==> config.mk <==
export PLATFORM = sky130hd
export DESIGN_NAME = div
export DESIGN_NICKNAME = d
export VERILOG_FILES = /design/src/rtl/div.sv
export SDC_FILE = /design/constraint.sdc
export NUM_CORES = 1
export LEC_CHECK = 0
export ABC_CLOCK_PERIOD_IN_PS = 5400
export BUFFER_PORTS_ARGS = -buffer_cell sky130_fd_sc_hd__buf_2
export CAP_MARGIN = 30
export CELL_PAD_IN_SITES_DETAIL_PLACEMENT = 1
export CELL_PAD_IN_SITES_GLOBAL_PLACEMENT = 1
export CORE_AREA = 3 3 168 170
export CTS_BUF_LIST = sky130_fd_sc_hd__clkbuf_4 sky130_fd_sc_hd__clkbuf_8 sky130_fd_sc_hd__clkbuf_16
export DETAILED_ROUTE_END_ITERATION = 8
export DIE_AREA = 0 0 171 173
export GPL_TIMING_DRIVEN = 0
export PLACE_DENSITY_LB_ADDON = 0.15
export SYNTH_ARGS = -nofsm -noshare
export SYNTH_HDL_FRONTEND = slang
export SYNTH_SLANG_ARGS = --single-unit
==> constraint.sdc <==
create_clock -name clk -period 5.4 [get_ports clk]
set_input_delay 0.27 -clock clk [delete_from_list [all_inputs] [get_ports clk]]
set_output_delay 0.27 -clock clk [all_outputs]
set_load 0.1 [all_outputs]
==> src/rtl/div.sv <==
// Multi-cycle restoring divider: 32 one-bit steps per request, result held until start drops.
// Optional macro DIV_ZERO_SHORTCUT_EN: zero divisor returns 0 after one cycle instead of 32 steps.
module div (
  input  logic        clk,
  input  logic        rst,
  input  logic        signed_div_i,
  input  logic [31:0] opdata1_i,
  input  logic [31:0] opdata2_i,
  input  logic        start_i,
  input  logic        annul_i,
  output logic [63:0] result_o,
  output logic        ready_o
);

  typedef enum logic [1:0] {DIV_FREE, DIV_BYZERO, DIV_ON, DIV_END} state_t;

  state_t      state, state_nxt;
  logic        sgn, sgn_nxt;
  logic        neg1, neg1_nxt;
  logic        neg2, neg2_nxt;
  logic [31:0] quo, quo_nxt;
  logic [31:0] dvs, dvs_nxt;
  logic [32:0] rem, rem_nxt;
  logic [5:0]  cnt, cnt_nxt;
  logic [63:0] result_nxt;
  logic        ready_nxt;

  logic [31:0] mag1, mag2;
  logic [33:0] r_sh, t;
  logic [32:0] rem_step;
  logic [31:0] quo_step, q_fix, r_fix;

  assign mag1 = (signed_div_i && opdata1_i[31]) ? (~opdata1_i + 32'd1) : opdata1_i;
  assign mag2 = (signed_div_i && opdata2_i[31]) ? (~opdata2_i + 32'd1) : opdata2_i;

  // quo starts as the dividend magnitude and is shifted out MSB-first while quotient bits shift in
  assign r_sh     = {rem, quo[31]};
  assign t        = r_sh - {2'b00, dvs};
  assign rem_step = t[33] ? r_sh[32:0] : t[32:0];
  assign quo_step = {quo[30:0], ~t[33]};
  assign q_fix    = (sgn && (neg1 != neg2)) ? (~quo_step + 32'd1) : quo_step;
  assign r_fix    = (sgn && neg1) ? (~rem_step[31:0] + 32'd1) : rem_step[31:0];

  always_ff @(posedge clk or negedge rst) begin
    if (!rst) begin
      state <= DIV_FREE;
    end else begin
      state <= state_nxt;
    end
  end

  always_comb begin
    state_nxt  = state;
    sgn_nxt    = sgn;
    neg1_nxt   = neg1;
    neg2_nxt   = neg2;
    quo_nxt    = quo;
    dvs_nxt    = dvs;
    rem_nxt    = rem;
    cnt_nxt    = cnt;
    result_nxt = result_o;
    ready_nxt  = ready_o;
    case (state)
      DIV_FREE: begin
        ready_nxt  = 1'b0;
        result_nxt = 64'd0;
        if (start_i && !annul_i) begin
          sgn_nxt  = signed_div_i;
          neg1_nxt = signed_div_i & opdata1_i[31];
          neg2_nxt = signed_div_i & opdata2_i[31];
          quo_nxt  = mag1;
          dvs_nxt  = mag2;
          rem_nxt  = 33'd0;
          cnt_nxt  = 6'd0;
`ifdef DIV_ZERO_SHORTCUT_EN
          state_nxt = (opdata2_i == 32'd0) ? DIV_BYZERO : DIV_ON;
`else
          state_nxt = DIV_ON;
`endif
        end
      end
      DIV_BYZERO: begin
        result_nxt = 64'd0;
        ready_nxt  = 1'b1;
        state_nxt  = DIV_END;
      end
      DIV_ON: begin
        if (annul_i) begin
          ready_nxt  = 1'b0;
          result_nxt = 64'd0;
          state_nxt  = DIV_FREE;
        end else begin
          rem_nxt = rem_step;
          quo_nxt = quo_step;
          cnt_nxt = cnt + 6'd1;
          if (cnt == 6'd31) begin
            result_nxt = {r_fix, q_fix};
            ready_nxt  = 1'b1;
            state_nxt  = DIV_END;
          end
        end
      end
      DIV_END: begin
        if (!start_i) begin
          ready_nxt  = 1'b0;
          result_nxt = 64'd0;
          state_nxt  = DIV_FREE;
        end
      end
      default: begin
        ready_nxt  = 1'b0;
        result_nxt = 64'd0;
        state_nxt  = DIV_FREE;
      end
    endcase
  end

  always_ff @(posedge clk or negedge rst) begin
    if (!rst) begin
      sgn      <= 1'b0;
      neg1     <= 1'b0;
      neg2     <= 1'b0;
      quo      <= 32'd0;
      dvs      <= 32'd0;
      rem      <= 33'd0;
      cnt      <= 6'd0;
      result_o <= 64'd0;
      ready_o  <= 1'b0;
    end else begin
      sgn      <= sgn_nxt;
      neg1     <= neg1_nxt;
      neg2     <= neg2_nxt;
      quo      <= quo_nxt;
      dvs      <= dvs_nxt;
      rem      <= rem_nxt;
      cnt      <= cnt_nxt;
      result_o <= result_nxt;
      ready_o  <= ready_nxt;
    end
  end

endmodule

## Word-level counts from Yosys, hierarchy flattened

Cells that the tools add are included.

- Output and inout port bits: 65
- Register bits after elaboration: 173
- Word-level logic and storage cells: 72

- Bitwise operators: 7
- $add $sub $neg: 6
- Reductions and logical operators: 13
- Mux-type cells: 27
- Equal/unequal tests: 9

Operators by type and width:

| operator | count |
|---|---|
| $mux W32 | 6 |
| $mux W64 | 3 |
| $pmux W64 S3 | 1 |
| $add A32 B1 Y32 const B | 4 |
| $not A32 Y32 | 4 |
| $mux W33 | 3 |
| $pmux W33 S2 | 1 |
| $pmux W32 S2 | 1 |
| $sub A34 B32 Y34 | 1 |
| $mux W6 | 2 |
| $pmux W6 S2 | 1 |
| $mux W2 | 4 |
| $pmux W2 S4 | 1 |
| $add A6 B1 Y6 const B | 1 |
| $eq A6 B5 Y1 const B | 1 |
| $ne A2 B2 Y1 const B | 3 |
| $reduce_and A3 Y1 | 2 |
| $logic_and A1 B1 Y1 | 5 |
| $eq A2 B2 Y1 const B | 2 |
| $pmux W1 S4 | 1 |
| $reduce_and A2 Y1 | 2 |
| $mux W1 | 3 |
| $ne A3 B3 Y1 const B | 1 |
| $and A1 B1 Y1 | 2 |
| 7 further kinds | 7 |

## Longest topological paths before layout

Gate-level depths: netlist (run 1).

- Depth after elaboration: 8
- Mapped depth: 24
- Gate-level depth less buffers: 20

## Least setup slack after synthesis (run 1)

No wires, ideal clock.

- Path kind: reg-to-reg
- Start: register rem[9]
- End: register result_o[48]
- Cell stages (with the launch flop): 23
- Path slack: 0.943 ns
- Period minus slack after synthesis: 4.457 ns
- Library setup time: 0.123 ns
- Arrival time: 4.334 ns
- Buffers on the path: 4
- Cells stage by stage: dfrtp_1 -> ha_1 -> buf_2 -> and4_1 -> nand2_1 -> a21o_1 -> a311oi_2 -> o21a_1 -> nor2_4 -> inv_2 -> buf_4 -> buf_2 -> buf_2 -> nor2_1 -> a21oi_1 -> ha_1 -> inv_1 -> or3_1 -> or4_4 -> a21boi_4 -> nor2_1 -> o21ai_1 -> a32o_1

- Longest elaborated chain between the ends: 8

RTL lines:

| item | line | RTL |
|---|---|---|
| start: declaration | 23 | `logic [32:0] rem, rem_nxt;` |
| start signal: assignment | 135 | `rem <= rem_nxt;` |
| $sub A34 B32 Y34 | 38 | `assign t = r_sh - {2'b00, dvs};` |
| $mux W33 * | 39 | `assign rem_step = t[33] ? r_sh[32:0] : t[32:0];` |
| $not A32 Y32 | 42 | `assign r_fix = (sgn && neg1) ? (~rem_step[31:0] + 32'd1) : rem_step[31:0];` |
| $add A32 B1 Y32 | 42 |  |
| $mux W32 * | 42 |  |
| $mux W64 * | 96 | `if (cnt == 6'd31) begin` |
| $mux W64 * | 88 | `if (annul_i) begin` |
| $pmux W64 S3 * | 63 | `case (state)` |
| end signal: assignment | 137 | `result_o <= result_nxt;` |
| end: declaration | 11 | `output logic [63:0] result_o,` |

Mark *: on every way between the ends. The rest lies on a longest branch, timed or not. The select of a mux whose other input is x is not followed.
A chain may end at the register's enable or synchronous reset.

## Worst setup path after layout (run 1)

- Start: register rem[13]
- End: register result_o[62]

The elaborated chain is that of the path after synthesis.

==> flow_summary.toml, run 1 <==
[critical_path]
cp_data_required_time_ns = 5.70
crit_arrival_ns = 5.64
crit_path_start_kind = "flop"
critPathKind = "reg -> reg"
endpoint_kind = "flop"
cp_max_fo = 10

[clock_network]
clk_pin_slew_ns = 0.08
clock_latency_ns = 0.44
cts_buffer_depth = 2
cts_max_level = 4
cts_buffers = 17
cts.sinks = 173
ctsRootBufferMaster = "clkbuf_16"
tritoncts = "done"

[die]
row_count = 60
die_y_um = 173
dieArea_sq_mm = 0.0296
boundaryPins = 134
die_w_um = 171
initial_core_util = 0.445
coreArea_sq_mm = 0.0269

[run_status]
status = "finished, final reports clean"

[cells_and_area]
fillers = 3378
drive_gt1_frac = 0.145
fin_nets = 1728
regArea_sq_mm = 0.00433
syn_to_final_growth_pct = 15.6
multi_input_area_sq_mm = 0.00722
final_cells = 1970
diodes = 0

[pwr]
power_mw = 9.96
power_leakage_nw = 6.14
ir_drop_mv = 0.261
power_density_mw_per_mm2 = 720

[min_path]
hp-class = "in -> reg"

[timing]
finalHoldViolCount = 0
worst_pin_slew_ns = 0.980
finalCritPeriodShare = 0.988
min_period_ns = 5.33
skew_ns = 0.0151
setup_viol = 0
max_freq_mhz = 188
fin_hold_ws_ns = 0.103
finalMaxSlewViolations = 0
slew_headroom = 0.347

[synth]
ys_seq_area_frac = 0.362
syn_nets = 1572
async_reset_ff_frac = 1.00
syn_area_sq_mm = 0.0120
synth_top_area_frac = 0.362
synth_area_leader_cell = "dfrtp_1"
avgSynthCellArea_sq_um = 8.20
synth_ff_type = "dfrtp_1"
synth_edf_count = 0
netlist_top_cells_area = "dfrtp_1, o21ai_0, nand2_1"
ys_types = 85
ys_ff_latch = 173
syn_inst = 1460
yosys_warnings = 0

[routing]
first_pass_iters = 7
wl_per_cell_um = 20.8
first_iter_violations = 789
vias_per_cell = 5.87
routed_wl_um = 40900
postRouteAntennaNets = 0
drc = 0
vias = 11563

[global_routing]
grt_antenna_before_repair = 0
grt_pass1_vias = 11610
grt_max_degree = 122
track_usage = 0.277
overflow = 0
grt_pass1_wl_um = 65600

[place]
gp_congestion = 0.870
dpl.hpwl_um = 31700
placedCellCount = 1935
io_buffer_count = 133

[flow_run]
drv_cap = 0
repair_timing:
item | 4_1_cts | 5_1_grt
hold endpoints to repair | 52 | 0
setup endpoints to repair | 9 | 10
hold buffers | 1 | 0
setup buffers | 0 | 2
gates resized for setup | 7 | 16
pin swaps | 0 | 5
worst max-delay path, cell delays in order (launching register included):
cell      delay (ns)
dfrtp_1         0.51
ha_1            0.29
buf_2           0.17
a21oi_1         0.23
o21ai_1         0.16
nor2_1          0.21
a311oi_2        0.15
buf_4           0.17
nor3_2          0.25
nor2_4          0.07
inv_2           0.12
buf_4           0.22
buf_4           0.22
buf_6           0.20
nor2_1          0.07
a21oi_2         0.24
ha_4            0.21
inv_1           0.06
or3_1           0.44
nor4_2          0.28
nand4_1         0.19
a21oi_2         0.28
a31oi_1         0.14
xor2_1          0.21
o21ai_0         0.10
power breakdown:
group	leakage, nW	switching [mW]	internal (mW)
Combinational	3.55	4.32	2.13
Sequential	2.29	0.520	1.68
Clock	0.299	0.604	0.715
area by class of cell:
class | count | share of cell area
multi-input cells | 1163 | 0.522
clock buffers | 18 | 0.0318
inverters | 53 | 0.0144
plain buffers | 71 | 0.0227
flip-flops and latches | 173 | 0.313
repair buffers | 137 | 0.0526
clock inverters | 14 | 0.0125
well taps | 341 | 0.0308
layout by cell type, fill, tap and decap left out, types with 8 or more instances in the layout:
| cell | n |
|---|---|
| a21oi_2 | 8 |
| o21ai_1 | 16 |
| a31oi_1 | 16 |
| buf_2 | 139 |
| inv_1 | 52 |
| xnor2_1 | 62 |
| o31ai_1 | 28 |
| mux2i_1 | 27 |
| o21ai_0 | 181 |
| xor2_1 | 81 |
| nand2_1 | 233 |
| nor4_1 | 18 |
| a21o_1 | 12 |
| ha_1 | 38 |
| nand4_1 | 11 |
| nand3_1 | 16 |
| or4_1 | 13 |
| dfrtp_1 | 172 |
| or3_1 | 15 |
| and2_1 | 8 |
| nor3_1 | 31 |
| a21oi_1 | 98 |
| o41ai_1 | 8 |
| nor2b_1 | 8 |
| nand2b_1 | 9 |
| nor2_1 | 110 |
| clkbuf_16 | 17 |
| clkbuf_1 | 49 |
sequential cells by signal, summed over array words and instances, names as in the netlist, named ones only:
name,flops
cnt,6
dvs,32
neg1,1
neg2,1
quo,32
ready_o,1
rem,33
result_o,64
sgn,1
state,1
final timing paths:
| check | cells after the start | endpoint | from | slack (ns) |
|---|---|---|---|---|
| max | 24 | result_o[62]$_DFFE_PN0P_ | rem[13]$_DFFE_PN0P_ | 0.07 |
| min | 3 | dvs[31]$_DFFE_PN0P_ | opdata2_i[31] | 0.10 |
| max reg2reg | 24 | result_o[62]$_DFFE_PN0P_ | rem[13]$_DFFE_PN0P_ | 0.07 |
| min reg2reg | 2 | result_o[31]$_DFFE_PN0P_ | result_o[31]$_DFFE_PN0P_ | 0.47 |
| max in group asynchronous | 3 | quo[20]$_DFFE_PN0P_ | rst | 4.14 |
| min in group asynchronous | 2 | result_o[35]$_DFFE_PN0P_ | rst | 0.32 |
routing by layer:
layer | up-vias | wire length (um) | track usage
met2 | 326 | 17500 | 0.404
met3 | 42 | 2300 | 0.0364
met1 | 5717 | 20600 | 0.435
li1 | 5478 | - | -
met5 | - | 0 | 0
met4 | 0 | 479 | 0.0630
cell usage after synthesis (13+ instances only):
| cell type | n |
|---|---|
| a21oi_1 | 104 |
| a31oi_1 | 16 |
| clkbuf_1 | 49 |
| dfrtp_1 | 173 |
| ha_1 | 42 |
| inv_1 | 52 |
| mux2i_1 | 28 |
| nand2_1 | 233 |
| nand3_1 | 16 |
| nor2_1 | 111 |
| nor3_1 | 31 |
| nor4_1 | 19 |
| o21ai_0 | 181 |
| o21ai_1 | 17 |
| o31ai_1 | 28 |
| or3_1 | 15 |
| or4_1 | 13 |
| xnor2_1 | 62 |
| xor2_1 | 81 |
per-stage QoR:
stage	util	area (sq um)	setup TNS (ns)	setup WS, ns
finish	0.515	13800	0	0.0672
global route	0.515	13800	-0.418	-0.140
CTS	0.511	13700	0	0.0558
detailed placement	0.487	13100	-2.52	-0.423
global placement	0.486	13100	-1.75	-0.320
floorplan	-	12000	0	0.943
logic make-up after synthesis:
group | Yosys count | synth area share
DFF | 173 | 0.362
AOI/OAI and AO/OA | 436 | 0.221
adders and majority gates | 43 | 0.0456
and+or+nand+nor | 511 | 0.199
xor gates and xnor gates | 144 | 0.106
buffers and inverters | 124 | 0.0419
muxes | 29 | 0.0244
Power figures use the tool's default switching activity.
==> inputs of run 2 (changes only) <==
==> constraint.sdc (replaced) <==
create_clock -name clk -period 5.4 [get_ports clk]
set_input_delay 0.54 -clock clk [delete_from_list [all_inputs] [get_ports clk]]
set_output_delay 0.54 -clock clk [all_outputs]
set_load 0.1 [all_outputs]
==> flow_summary.toml, run 2 (same netlist as run 1, synthesis figures left out) <==
[cells_and_area]
layout_commonest_cell = "nand2_1"
utilization = 0.514
syn_to_final_growth_pct = 15.5
diodes = 0
fin_nets = 1727
regMostFlops = "result_o"
regArea_sq_mm = 0.00433
layout_common_cells = "nand2_1, o21ai_0, dfrtp_1"
largest_reg_flops = 64
multi_input_area_sq_mm = 0.00722
fillers = 3379
largestRegisters = "result_o x64, rem x33"
drive_gt1_frac = 0.145
fin_area_sq_mm = 0.0138

[global_routing]
grt_max_degree = 122
grt_pass1_vias = 11610
grt_antenna_before_repair = 0
overflow = 0
track_usage = 0.277
grt_pass1_wl_um = 65600

[routing]
vias_per_cell = 5.88
wl_per_cell_um = 20.8
postRouteAntennaNets = 0
vias = 11569
drc = 0
first_iter_violations = 778
first_pass_iters = 5
routed_wl_um = 40900

[die]
boundaryPins = 134
initial_core_util = 0.445
coreArea_sq_mm = 0.0269
dieArea_sq_mm = 0.0296
die_w_um = 171
die_y_um = 173
row_count = 60

[flow_run]
drv_cap = 0

[timing]
setup_viol = 0
fin_hold_ws_ns = -0.00708
finalCritPeriodShare = 0.988
worst_pin_slew_ns = 0.950
slew_headroom = 0.367
skew_ns = 0.0164
max_freq_mhz = 187
finalHoldViolCount = 4
min_period_ns = 5.34
finalMaxSlewViolations = 0

[clock_network]
cts_buffers = 17
clk_pin_slew_ns = 0.08
cts_buffer_depth = 2
cts.sinks = 173
ctsHoldBuffers = 0
clock_latency_ns = 0.45
ctsRootBufferMaster = "clkbuf_16"
tritoncts = "done"
cts_max_level = 4

[critical_path]
cp_max_fo = 10
cp_data_required_time_ns = 5.71
critPathKind = "reg -> reg"
r2r_setup_slack_ns = 0.06
endpoint_kind = "flop"
crit_arrival_ns = 5.64
crit_path_start_kind = "flop"

[pwr]
ir_drop_mv = 0.260
power_density_mw_per_mm2 = 720
power_leakage_nw = 6.14
power_mw = 9.96

[place]
gp_congestion = 0.870
place_area_sq_mm = 0.0131
dpl.hpwl_um = 31700
io_buffer_count = 133

[min_path]
hp-class = "in -> async"

[run_status]
status = "finished with violations"
violations = "negative hold slack"
[run 2: cell types whose count changed in the layout (fill, tap and decap cells not counted), sizes merged]
| cell | change |
|---|---|
| dlygate4sd3 | -1 |
[run 2: report_power, final]
group	total, mW	switching (mW)	internal, mW
registers	2.20	0.520	1.68
clock network	1.32	0.603	0.714
logic	6.44	4.31	2.13
total	9.96	5.44	4.52
[run 2: final timing paths]
| check | depth (start not counted) | start | endpoint |
|---|---|---|---|
| worst min-delay path | 1 | rst | rem[5]$_DFFE_PN0P_ |
| max in group asynchronous | 2 | rst | quo[1]$_DFFE_PN0P_ |
| worst min register to register | 2 | result_o[31]$_DFFE_PN0P_ | result_o[31]$_DFFE_PN0P_ |
| min in group clk | 3 | opdata2_i[31] | dvs[31]$_DFFE_PN0P_ |
| worst max register to register | 24 | rem[13]$_DFFE_PN0P_ | result_o[62]$_DFFE_PN0P_ |
| worst max-delay path | 24 | rem[13]$_DFFE_PN0P_ | result_o[62]$_DFFE_PN0P_ |
[run 2: area by class of cell]
class,count,area share
inverters,53,0.0144
multi-input cells,1163,0.522
plain buffers,71,0.0227
repair buffers,136,0.0520
clock buffers,18,0.0318
clock inverters,14,0.0125
well taps,341,0.0309
flip-flops and latches,173,0.313
[run 2: worst max-delay path: stages, from the launching register on]
cell	delay, ns
dfrtp_1	0.52
ha_1	0.29
buf_2	0.17
a21oi_1	0.24
o21ai_1	0.16
nor2_1	0.21
a311oi_2	0.15
buf_4	0.17
nor3_2	0.25
nor2_4	0.07
inv_2	0.11
buf_4	0.22
buf_4	0.22
buf_6	0.20
nor2_1	0.07
a21oi_2	0.24
ha_4	0.21
inv_1	0.06
or3_1	0.44
nor4_2	0.27
nand4_1	0.19
a21oi_2	0.28
a31oi_1	0.14
xor2_1	0.21
o21ai_0	0.10
[run 2: through the flow]
stage / std cells / setup TNS (ns) / setup slack, ns
2_1_floorplan: 1460 / 0 / 0.943
3_5_place_dp: 1935 / -2.52 / -0.423
5_1_grt: 1969 / -0.418 / -0.140
3_3_place_gp: 1934 / -1.75 / -0.320
6_report: 1969 / 0 / 0.0626
4_1_cts: 1967 / 0 / 0.0558
[run 2: what timing repair did]
item	CTS	global route
resized for setup	7	16
hold endpoints to repair	0	0
endpoints found under the setup margin	9	10
pin swaps	0	5
buffers inserted	0	2
[run 2: layer usage]
layer | routed length (um) | track usage | vias up
met5 | 0 | 0 | -
met4 | 476 | 0.0630 | 0
met3 | 2260 | 0.0364 | 46
met2 | 17500 | 0.404 | 339
met1 | 20700 | 0.435 | 5706
li1 | - | - | 5478
